**src/rtl/console_txarbiter.sv**
```systemverilog
// rtl/console_txarbiter.sv - line-granular round-robin arbiter sharing one console TX stream
module console_txarbiter #(
  parameter int         LGTIMEOUT     = 10,
  parameter logic [6:0] NEWLINE       = 7'h0a,
  parameter bit         OPT_LINE_LOCK = 1'b1
) (
  input  logic       i_clk,
  input  logic       i_reset,
  input  logic       i_req0_stb,
  input  logic [6:0] i_req0_data,
  output logic       o_req0_busy,
  input  logic       i_req1_stb,
  input  logic [6:0] i_req1_data,
  output logic       o_req1_busy,
  output logic       o_console_stb,
  output logic [6:0] o_console_data,
  input  logic       i_console_busy,
  output logic [1:0] o_grant
);

  localparam logic [1:0] IDLE = 2'b00;
  localparam logic [1:0] GNT0 = 2'b01;
  localparam logic [1:0] GNT1 = 2'b10;
  // Releasing when the counter steps into all-ones: the edge after this value.
  localparam logic [LGTIMEOUT-1:0] TMO_LAST = {{(LGTIMEOUT-1){1'b1}}, 1'b0};

  logic [1:0]           r_state;
  logic [1:0]           w_next_state;
  logic                 r_last_gnt;
  logic                 w_next_last;
  logic                 w_release;
  logic [LGTIMEOUT-1:0] r_timeout;
  logic                 r_stb;
  logic [6:0]           r_data;
  logic                 w_stall;
  logic                 w_acc;
  logic [6:0]           w_acc_data;

  always_ff @(posedge i_clk) begin
    if (i_reset) begin
      r_state    <= IDLE;
      r_last_gnt <= 1'b1;
    end else begin
      r_state    <= w_next_state;
      r_last_gnt <= w_next_last;
    end
  end

  always_comb begin
    w_next_state = r_state;
    w_next_last  = r_last_gnt;
    w_release    = 1'b0;
    case (r_state)
      IDLE: begin
        if (i_req0_stb && (!i_req1_stb || r_last_gnt)) begin
          w_next_state = GNT0;
          w_next_last  = 1'b0;
        end else if (i_req1_stb) begin
          w_next_state = GNT1;
          w_next_last  = 1'b1;
        end
      end
      GNT0, GNT1: begin
        if (w_acc)
          w_release = (w_acc_data == NEWLINE) || !OPT_LINE_LOCK;
        else
          w_release = (r_timeout == TMO_LAST);
        if (w_release)
          w_next_state = IDLE;
      end
      default: w_next_state = IDLE;
    endcase
  end

  // Holding busy during reset keeps requesters from believing a byte was taken.
  always_comb begin
    w_stall     = r_stb && i_console_busy;
    o_req0_busy = i_reset || (r_state != GNT0) || w_stall;
    o_req1_busy = i_reset || (r_state != GNT1) || w_stall;
    w_acc       = 1'b0;
    w_acc_data  = i_req0_data;
    if (r_state == GNT0) begin
      w_acc      = i_req0_stb && !o_req0_busy;
      w_acc_data = i_req0_data;
    end else if (r_state == GNT1) begin
      w_acc      = i_req1_stb && !o_req1_busy;
      w_acc_data = i_req1_data;
    end
  end

  always_ff @(posedge i_clk) begin
    if (i_reset) begin
      r_timeout <= '0;
      r_stb     <= 1'b0;
      r_data    <= 7'h00;
    end else begin
      if ((r_state == IDLE) || w_acc)
        r_timeout <= '0;
      else
        r_timeout <= r_timeout + 1'b1;
      if (w_acc) begin
        r_stb  <= 1'b1;
        r_data <= w_acc_data;
      end else if (!i_console_busy) begin
        r_stb  <= 1'b0;
      end
    end
  end

  assign o_grant        = r_state;
  assign o_console_stb  = r_stb;
  assign o_console_data = r_data;

endmodule

```
**config.mk**
```make
export PLATFORM = sky130hd
export DESIGN_NAME = console_txarbiter
export DESIGN_NICKNAME = d
export VERILOG_FILES = /design/src/rtl/console_txarbiter.sv
export SDC_FILE = /design/constraint.sdc
export NUM_CORES = 1
export LEC_CHECK = 0
export CAP_MARGIN = 20
export CORE_ASPECT_RATIO = 0.7
export CORE_MARGIN = 5
export CORE_UTILIZATION = 49
export CTS_CLUSTER_SIZE = 8
export DETAILED_ROUTE_END_ITERATION = 8
export HOLD_SLACK_MARGIN = 0.06
export PLACE_DENSITY = 0.89
export REMOVE_ABC_BUFFERS = 1
export SYNTH_ARGS = -nofsm -noshare
export SYNTH_HDL_FRONTEND = slang
export SYNTH_SLANG_ARGS = --single-unit
```
**constraint.sdc**
```tcl
create_clock -name i_clk -period 4.9 [get_ports i_clk]
set_input_delay 1.47 -clock i_clk [delete_from_list [all_inputs] [get_ports i_clk]]
set_output_delay 1.47 -clock i_clk [all_outputs]
set_load 0.02 [all_outputs]
```
---- Yosys cells after proc, flatten, opt, wreduce, memory -nomap -nowiden ----
Cells that the tools add are included.
word-level totals
  logic and storage cells ................. 48
  bits in registers ....................... 21
  output and inout bits ................... 12
  input port bits ......................... 19
operators by class
  add/sub/neg operators ................... 1
  reduce and logical (&&, ||, !) cells .... 19
  multiplexer cells ....................... 14
  eq/ne operators ......................... 9
operator list
  kind                                                    count
  two-way mux 7 bit                                       2
  adder 10 x 1 -> 10 bit (second input constant)          1
  == test 10 bit (second input constant)                  1
  two-way mux 1 bit                                       8
  == test 7 x 4 -> 1 bit (second input constant)          1
  logical OR 1 bit                                        6
  two-way mux 2 bit                                       3
  logical AND 1 bit                                       4
  inequality test 2 x 1 -> 1 bit (second input constant)  2
  inequality test 2 bit (second input constant)           2
  case mux 2 bit (2 select lines)                         1
  AND reduction 2 bit                                     2
  OR reduction 2 bit                                      2
  logical NOT 1 bit                                       3
  inequality test 3 bit (second input constant)           1
  == test 2 x 1 -> 1 bit (second input constant)          1
  == test 2 bit (second input constant)                   1
  logical NOT 2 bit                                       1
  nonzero test 2 bit                                      1

---- Depth between registers and ports, before layout ----
Gate-level depths: netlist of the first run.
  depth in word-level cells ............... 11
  gate-level depth with buffers ........... 8
  depth with buffers taken out ............ 7

---- Worst setup path before layout of the first run ----
Ideal clock, no wire load.
  kind .................................... input-to-output
  start ................................... in i_console_busy
  end ..................................... out o_req0_busy
  buffers on the path ..................... 0
  stages on the path ...................... 2
  arrival ................................. 1.816 ns
  data required time ...................... 3.430 ns
  slack ................................... 1.614 ns
  cell sequence ........................... a21oi_1 -> nand2_1
between the ends
  longest elaborated chain between the ends .. 2
RTL lines
  item               RTL line  RTL
  from (decl)        17        input logic i_console_busy,
  logical AND 1 bit  77        w_stall = r_stb && i_console_busy;
  logical OR 1 bit   78        o_req0_busy = i_reset || (r_state != GNT0) || w_stall;
  to (decl)          11        output logic o_req0_busy,
No other way between the ends.

---- Worst setup path after layout of the first run ----
Ends and elaborated chain as after synthesis.

==> results.md, run 1 <==
* Critical path cell sequence: clkdlybuf4s50_1 > a21oi_1 > nand2_1 > clkdlybuf4s50_1
* Via density at 5.64
* Most frequent CP cell: clkdlybuf4s50_1
* Final wirelength at 2.53 mm
* Run status: finished clean
* CTS max path bufs at 2
* Setup WS pre-CTS at 0.675 ns
* Slowest cell on crit path: clkdlybuf4s50_1
* Slew @ Worst Pin at 0.885 ns
* Number of fillers in the final layout at 175
* Synth Register Bits at 21
* Largest net degree at the start of global routing at 19
* Slew headroom at 40.9%
* GRT Total Usage at 17.3%
* Initial Utilization at 50.6%
* Combinational Power Share at 33.3%
* Seq pwr share at 47.2%
* Largest family of logic cells by synthesized area: simple AND/OR/NAND/NOR gates
* LEAKAGE at 0.000481 µW
* Worst Path Class, Setup: in -> out
* Post-DP HPWL at 2.00 mm
* Synth cell types at 36
* Leading register cell type out of synthesis: dfxtp_1
* Fin. max-slew vios at 0
* Clock slew seen by the registers of the worst setup and hold paths at 0.10 ns
* CTS tree: yes
* CTS root buf: clkbuf_4
* Most common cell in the netlist: dfxtp_1
* Net Sw Power at 131 µW
* Net Sw Frac at 31.5%
* Compound-Gate Fraction of Synth Area at 14.0%
* Setup ws final at 0.675 ns
* Post-synthesis mux area share at 6.59%
* Mapped Avg Cell Area at 9.25 µm²
* Crit-path max cell delay at 0.54 ns
* Vias in the first global route at 953
* Simple-gate share of the synthesized area at 24.2%
* Tot Pwr at 415 µW
* Worst Skew at 0.00668 ns
* Area growth, synth to finish at 31.6%
* Fin Hold WS at 0.503 ns
* Placeable Area at 0.00210 mm²
* Min Tclk post-route at 4.23 ns
* Commonest cells in the netlist: dfxtp_1 (21), nor2_1 (19), a211oi_1 (7), mux2i_1 (7)
* EDFF count, synth at 0
* Setup Viol. Count Final at 0
* Cell Area, Synth at 0.00106 mm²
* Initial antenna violation count at 0
* Max Fclk at 237 MHz
* Worst skew pair latency at 0.30 ns
* Worst Hold Class: reg -> reg
* DR pass1 iterations at 4
* Synth Area in Adders at 5.88%
* Via count at 954
* Async S/R FF share, synth at 0%
* WP data arrival at 2.76 ns
* Internal at 284 µW
* Total grt overflow at 0
* Mapped Cells at 115
* Yosys top cell area share at 39.5%
* Ranking of synthesized cells by area: dfxtp_1 (40%), nor2_1 (6.7%), mux2i_1 (6.6%), ha_1 (5.9%), a211oi_1 (4.9%)
* Yosys warnings at 0
* Hold-fix buffers at CTS at 0
* CP endpoint kind: primary output
* PwrDens at 297 mW/mm²
* Share of cells above drive strength 1 at 6.90%
* Final ANT Viol Nets at 0
* DRC Markers at 0
* Period utilization at 86.2%
* Ports at 31
* Max_cap viols at 0
* Worst IR drop on VDD at 0.169 mV
* Post-CTS Setup Bufs at 0
* Nets at 170
* XOR/XNOR Fraction of Synth Area at 5.76%
* Final Hold Vio Count at 0
* First-pass GRT wire length at 4.36 mm
* GPL Wtd Cong at 0.842
* DIE WIDTH at 65.7 µm
* Leading area contributor after synthesis: dfxtp_1
* CTS sink cnt at 21
* Setup tns final at 0 ns
* Maximum fanout along the worst path at 3
* FP Rows at 14
* RSZ-0062 raised after global routing: no
* Post-CTS Resized at 0
* H-tree Lvls at 1
* Die Area at 0.00322 mm²
* Register area share after synthesis at 39.5%
* Diode count at 0
* TritonCTS buffer count at 3
* Initial drt markers at 25
* Per-cell routed wire length at 15.0 µm
* Critical Path RT at 3.43 ns
* Buffers on Ports at 30
* Die height at 49.0 µm
* Clock network power share at 19.5%
* Worst setup SP type: input pin
-- registers in the layout (all words and copies together) (netlist names) --
name / cells
r_timeout: 10
o_console_data: 7
o_grant: 2
o_console_stb: 1
r_last_gnt: 1
-- area by class of cell --
type | count | area [µm²] | area share (%)
timing repair buffer | 31 | 308 | 22.0
clock buffer | 4 | 26.3 | 1.88
tap | 24 | 30.0 | 2.14
multi-input combinational | 85 | 601 | 42.9
inverter | 4 | 15.0 | 1.07
sequential | 21 | 420 | 30.0
-- cells in the final DEF (no fill, tap or decap), types with 2 or more instances in the layout --
cell,instances
a211oi_1,7
a21boi_0,2
a21oi_1,3
a32o_1,2
and4b_1,2
clkbuf_4,3
clkdlybuf4s50_1,30
dfxtp_1,21
ha_1,5
inv_1,4
mux2i_1,7
nand2_1,5
nand3_1,4
nand4_1,2
nor2_1,19
nor4b_1,2
o21ai_0,2
xnor2_1,2
xor2_1,5
-- cells by family after synthesis --
kind of cell               after synthesis
adders and majority gates                5
muxes                                    7
AOI/OAI and AO/OA                       20
buffers and inverters                    9
and+or+nand+nor                         46
DFF                                     21
xor gates and xnor gates                 7
-- path summary, 6_finish.rpt --
| path | from | end | slack, ns | cells past startpoint |
|---|---|---|---|---|
| worst max-delay path | i_console_busy | o_req0_busy | 0.67 | 4 |
| worst min-delay path | o_console_data[0] | o_console_data[0] | 0.50 | 2 |
| worst max register to register | o_grant[1] | o_grant[1] | 2.38 | 7 |
| worst min register to register | o_console_data[0] | o_console_data[0] | 0.50 | 2 |
-- worst max-delay path, delay by kind of cell --
kind	cells	cell delay, ns
simple gates	1	0.09
compound gates	1	0.23
buf+inv	2	0.96
-- through the flow --
step / std cells / util, % / area (µm²)
global route: 169 / 66.6 / 1400
global placement: 165 / 65.4 / 1370
floorplan: 110 / - / 1040
finish: 169 / 66.6 / 1400
CTS: 169 / 66.6 / 1400
detailed placement: 165 / 65.4 / 1370
-- power by group through the flow --
| stage | Combinational (µW) | Clock, µW | Sequential [µW] |
|---|---|---|---|
| 6_report | 138 | 81.2 | 196 |
| 5_1_grt | 150 | 96.7 | 198 |
| 4_1_cts | 139 | 84.5 | 196 |
| 3_5_place_dp | 138 | 0 | 200 |
| 3_3_place_gp | 132 | 0 | 199 |
| 2_1_floorplan | 65.6 | 0 | 211 |
-- per-layer routing --
metal | part of all wire (%) | GRT usage, % | vias to the layer above
met1 | 44 | 19.4 | 453
met3 | 4.3 | 5.30 | 6
met2 | 49 | 29.8 | 19
li1 | - | - | 476
met4 | 1.7 | 7.59 | 0
met5 | 0 | 0 | -
Note: power is estimated with default switching activity, not from simulation.
==> inputs of run 2 (changes only) <==
--- a/config.mk
+++ b/config.mk
@@ -9,9 +9,10 @@
 export CORE_ASPECT_RATIO = 0.7
 export CORE_MARGIN = 5
-export CORE_UTILIZATION = 49
+export CORE_UTILIZATION = 54
 export CTS_CLUSTER_SIZE = 8
 export DETAILED_ROUTE_END_ITERATION = 8
+export DONT_BUFFER_PORTS = 1
 export HOLD_SLACK_MARGIN = 0.06
-export PLACE_DENSITY = 0.89
+export PLACE_DENSITY = 0.79
 export REMOVE_ABC_BUFFERS = 1
 export SYNTH_ARGS = -nofsm -noshare
==> constraint.sdc (replaced) <==
create_clock -name i_clk -period 3.7 [get_ports i_clk]
set_input_delay 0.74 -clock i_clk [delete_from_list [all_inputs] [get_ports i_clk]]
set_output_delay 0.74 -clock i_clk [all_outputs]
set_load 0.02 [all_outputs]
==> results.md, run 2 (synthesis results as in run 1) <==
* Reg2Reg Capture Point: o_grant[0]
* DRC Markers at 0
* Worst setup SP type: flip-flop
* Largest net degree at the start of global routing at 19
* Max_cap viols at 0
* CTS max path bufs at 2
* Min Tclk post-route at 2.42 ns
* Vias in the first global route at 771
* Worst skew pair latency at 0.31 ns
* FF-to-FF setup slack at 1.28 ns
* Slew @ Worst Pin at 0.681 ns
* Setup tns final at 0 ns
* First-pass GRT wire length at 3.32 mm
* Reg2reg path depth at 7
* Initial drt markers at 27
* Critical Path RT at 3.91 ns
* Number of fillers in the final layout at 168
* Buffers on Ports at 0
* TritonCTS buffer count at 3
* Slew headroom at 54.3%
* Period utilization at 65.5%
* Nets at 140
* Via count at 808
* Run status: finished clean
* Cells after DPL at 133
* Area growth, synth to finish at 3.53%
* DIE WIDTH at 63.0 µm
* Met1 WL at 945 µm
* Final wirelength at 2.09 mm
* Diode count at 0
* Final Hold Vio Count at 0
* CTS tree: yes
* Worst Path Class, Setup: reg -> reg
* Critical path cell sequence: inv_1 > ha_1 > nand3b_1 > a21boi_2 > o21ai_0 > and4b_1 > a32o_1
* Fin Hold WS at 0.478 ns
* Crit path to: o_grant[0]
* Top Metal Used: met4
* LEAKAGE at 0.000367 µW
* DR pass1 iterations at 4
* Post-DP HPWL at 1.59 mm
* Commonest non-fill, non-tap cells in the layout: dfxtp_1 (21), nor2_1 (19), mux2i_1 (7), a211oi_1 (7)
* H-tree Lvls at 1
* Slowest cell on crit path: a21boi_2
* Die Area at 0.00297 mm²
* Crit path launch: o_grant[1]
* Total grt overflow at 0
* GPL Wtd Cong at 0.735
* Met3 WL at 176 µm
* Per-cell routed wire length at 15.2 µm
* Final ANT Viol Nets at 0
* RSZ-0062 raised after global routing: no
* Post-CTS Setup Bufs at 0
* Metal2 WL at 953 µm
* Worst Hold Class: in -> reg
* CTS root buf: clkbuf_4
* Largest register FFs at 10
* Crit Reg-Reg Startpoint: o_grant[1]
* FP Rows at 13
* Largest Register: r_timeout
* Worst Path Buf+Inv at 1
* Max Fclk at 413 MHz
* Setup Viol. Count Final at 0
* Post-CTS Resized at 0
* Die height at 47.1 µm
* Ports at 31
* Clock slew seen by the registers of the worst setup and hold paths at 0.12 ns
* Finished Layout Cells at 137
* GRT Total Usage at 14.6%
* Maximum fanout along the worst path at 18
* Worst Skew at 0.00488 ns
* Hold-fix buffers at CTS at 0
* Initial antenna violation count at 0
* Initial Utilization at 56.9%
* WP data arrival at 2.64 ns
* Commonest non-fill, non-tap cell in the layout: dfxtp_1
* Via density at 5.90
* Share of cells above drive strength 1 at 9.57%
* CP endpoint kind: flip-flop
* Fin. max-slew vios at 0
* CTS sink cnt at 21
* Levels on crit path at 7
* PwrDens at 455 mW/mm²
* Crit-path max cell delay at 0.56 ns
* Worst IR drop on VDD at 0.302 mV
* Placeable Area at 0.00187 mm²
* Crit-path leading delay family: compound AO/OA/AOI/OAI gates
==> run 2: power breakdown <==
| group | switching [µW] | internal, µW |
|---|---|---|
| registers | 33.9 | 245 |
| clock network | 73.7 | 41.3 |
| logic | 59.4 | 47.8 |
| total | 167 | 334 |
==> run 2: how the worst min path moves through the flow <==
| stage | from | to | slack [ns] | cells after the start |
|---|---|---|---|---|
| 6_report | i_reset | o_console_data[5] | 0.48 | 1 |
| 5_1_grt | i_reset | o_console_data[3] | 0.44 | 1 |
| 4_1_cts | i_reset | o_console_data[3] | 0.47 | 1 |
| 3_5_place_dp | r_timeout[9] | r_timeout[9] | 0.48 | 2 |
| 3_3_place_gp | r_timeout[0] | r_timeout[0] | 0.46 | 1 |
| 2_1_floorplan | r_timeout[0] | r_timeout[0] | 0.44 | 1 |
==> run 2: layout make-up <==
cell class / count / area (µm²) / area share (%)
clock buffer: 3 / 22.5 / 2.05
clock inverter: 1 / 7.51 / 0.682
inverter: 4 / 15.0 / 1.36
multi-input combinational: 85 / 601 / 54.5
sequential: 21 / 420 / 38.2
tap: 22 / 27.5 / 2.50
timing repair buffer: 1 / 7.51 / 0.682
==> run 2: metal layers <==
layer  GRT usage, %  vias up
li1               -      411
met1           15.0      372
met2           26.6       23
met3           7.66        2
met4           5.08        0
met5              0        -
==> run 2: per-stage QoR <==
step | utilization (%) | total power [µW] | instance area [µm²] | setup WS (ns)
2_1_floorplan | - | 367 | 1040 | 1.43
3_3_place_gp | 57.3 | 385 | 1070 | 1.44
3_5_place_dp | 57.3 | 391 | 1070 | 1.33
4_1_cts | 58.9 | 506 | 1100 | 1.30
5_1_grt | 58.9 | 533 | 1100 | 1.14
6_report | 58.9 | 501 | 1100 | 1.28
==> inputs of run 3 (changes only) <==
- CORE_ASPECT_RATIO: 0.7 -> unset
- CORE_UTILIZATION: 54 -> 60
- PLACE_DENSITY: 0.79 -> 0.83
- clock period: 3.7 -> 2.5 ns (I/O delays scaled with it)
==> results.md, run 3 (synthesis results as in run 1) <==
* Combinational Power Share at 21.7%
* FF-to-FF setup slack at 0.32 ns
* Critical path cell sequence: inv_1 > ha_1 > nor2b_1 > and4b_1 > o21ai_0 > o311ai_0 > a32o_1
* Seq pwr share at 56.7%
* CP endpoint kind: flip-flop
* Clock network power share at 21.5%
* DR pass1 iterations at 4
* DIE WIDTH at 52.1 µm
* TritonCTS buffer count at 3
* Die Area at 0.00271 mm²
* Hold Crit Start: i_reset
* Via density at 5.88
* Largest net degree at the start of global routing at 15
* Initial Utilization at 62.3%
* Nets at 141
* Initial drt markers at 10
* Per-cell routed wire length at 14.3 µm
* Worst Hold Class: in -> reg
* DRC Markers at 0
* Initial antenna violation count at 0
* CTS max path bufs at 2
* Commonest non-fill, non-tap cells in the layout: dfxtp_1 (21), nor2_1 (19), mux2i_1 (7), a211oi_1 (7)
* Post-layout utilization of the core at 64.9%
* Vias in the first global route at 834
* First-pass GRT wire length at 3.48 mm
* Placeable Area at 0.00171 mm²
* Crit Reg-Reg Startpoint: o_grant[1]
* Setup WS pre-CTS at 0.312 ns
* Diode count at 0
* Period utilization at 87.3%
* Worst setup SP type: flip-flop
* CTS root buf: clkbuf_4
* Net Sw Frac at 31.5%
* Commonest non-fill, non-tap cell in the layout: dfxtp_1
* Die height at 52.1 µm
* CTS tree: yes
* Setup tns final at 0 ns
* Slew @ Worst Pin at 0.465 ns
* Slowest cell on crit path: dfxtp_1
* Share of cells above drive strength 1 at 9.48%
* Setup ws final at 0.316 ns
* Worst Skew at 0.00166 ns
* Levels on crit path at 7
* Worst IR drop on VDD at 0.320 mV
* WP data arrival at 2.38 ns
* Ports at 31
* Total grt overflow at 0
* Post-DP HPWL at 1.53 mm
* Final wirelength at 2.01 mm
* Largest Register: r_timeout
* Final Hold Vio Count at 0
* Reg2reg path depth at 7
* Worst Path Class, Setup: reg -> reg
* PwrDens at 656 mW/mm²
* Buffers on Ports at 0
* Hold-fix buffers at CTS at 0
* FP Rows at 15
* LEAKAGE at 0.000373 µW
* Area growth, synth to finish at 4.23%
* Post-CTS Setup Bufs at 0
* Final ANT Viol Nets at 0
* Hold path endpoint: o_console_data[4]
* Clock slew seen by the registers of the worst setup and hold paths at 0.11 ns
* Setup Viol. Count Final at 0
* Number of cells on the worst hold path at 1
* Min Tclk post-route at 2.18 ns
* Internal at 498 µW
* Crit-path max cell delay at 0.51 ns
* Worst skew pair latency at 0.29 ns
* GPL Wtd Cong at 0.766
* Maximum fanout along the worst path at 5
* Post-CTS Resized at 0
* Slew headroom at 68.6%
* Fin area at 0.00111 mm²
* Crit-path leading delay family: compound AO/OA/AOI/OAI gates
* Post-DP Area at 0.00108 mm²
* GRT Total Usage at 16.8%
* Largest register FFs at 10
* Max Fclk at 458 MHz
* RSZ-0062 raised after global routing: no
* Reg2Reg Capture Point: o_grant[1]
* Via count at 829
* Fin Hold WS at 0.257 ns
* CTS sink cnt at 21
* Run status: finished clean
* Fin. max-slew vios at 0
* Net Sw Power at 229 µW
* Worst Path Buf+Inv at 1
* Critical Path RT at 2.70 ns
* H-tree Lvls at 1
* Max_cap viols at 0
[run 3: worst max path at each step]
stage | slack, ns | endpoint | from
after global placement | 0.41 | o_grant[0] | o_grant[1]
after floorplan | 0.23 | o_grant[0] | o_grant[1]
final | 0.32 | o_grant[1] | o_grant[1]
after global routing | 0.07 | o_grant[1] | o_grant[1]
after CTS | 0.30 | o_grant[0] | o_grant[1]
after detailed placement | 0.31 | o_grant[0] | o_grant[1]
[run 3: power by group through the flow]
stage	logic, µW	registers, µW	clock network, µW
after CTS	158	413	165
after floorplan	129	414	0
after global placement	152	419	0
after global routing	179	417	180
final	158	412	157
after detailed placement	158	421	0
[run 3: final cells by class]
cell class | count | area (µm²)
fillers | 149 | 599
well taps | 25 | 31.3
repair buffers | 2 | 15.0
inverters | 4 | 15.0
multi-input cells | 85 | 601
flip-flops and latches | 21 | 420
clock buffers | 4 | 26.3
[run 3: routing by layer]
layer	track usage, %	part of all wire, %	vias up
li1	-	-	416
met1	20.0	42	385
met5	0	0	-
met3	4.30	7.6	4
met2	27.6	49	24
met4	8.73	1.6	0
[run 3: per-stage QoR]
step | total power (µW) | cells
global placement | 571 | 137
CTS | 737 | 141
finish | 727 | 141
floorplan | 543 | 110
global route | 775 | 141
detailed placement | 579 | 137
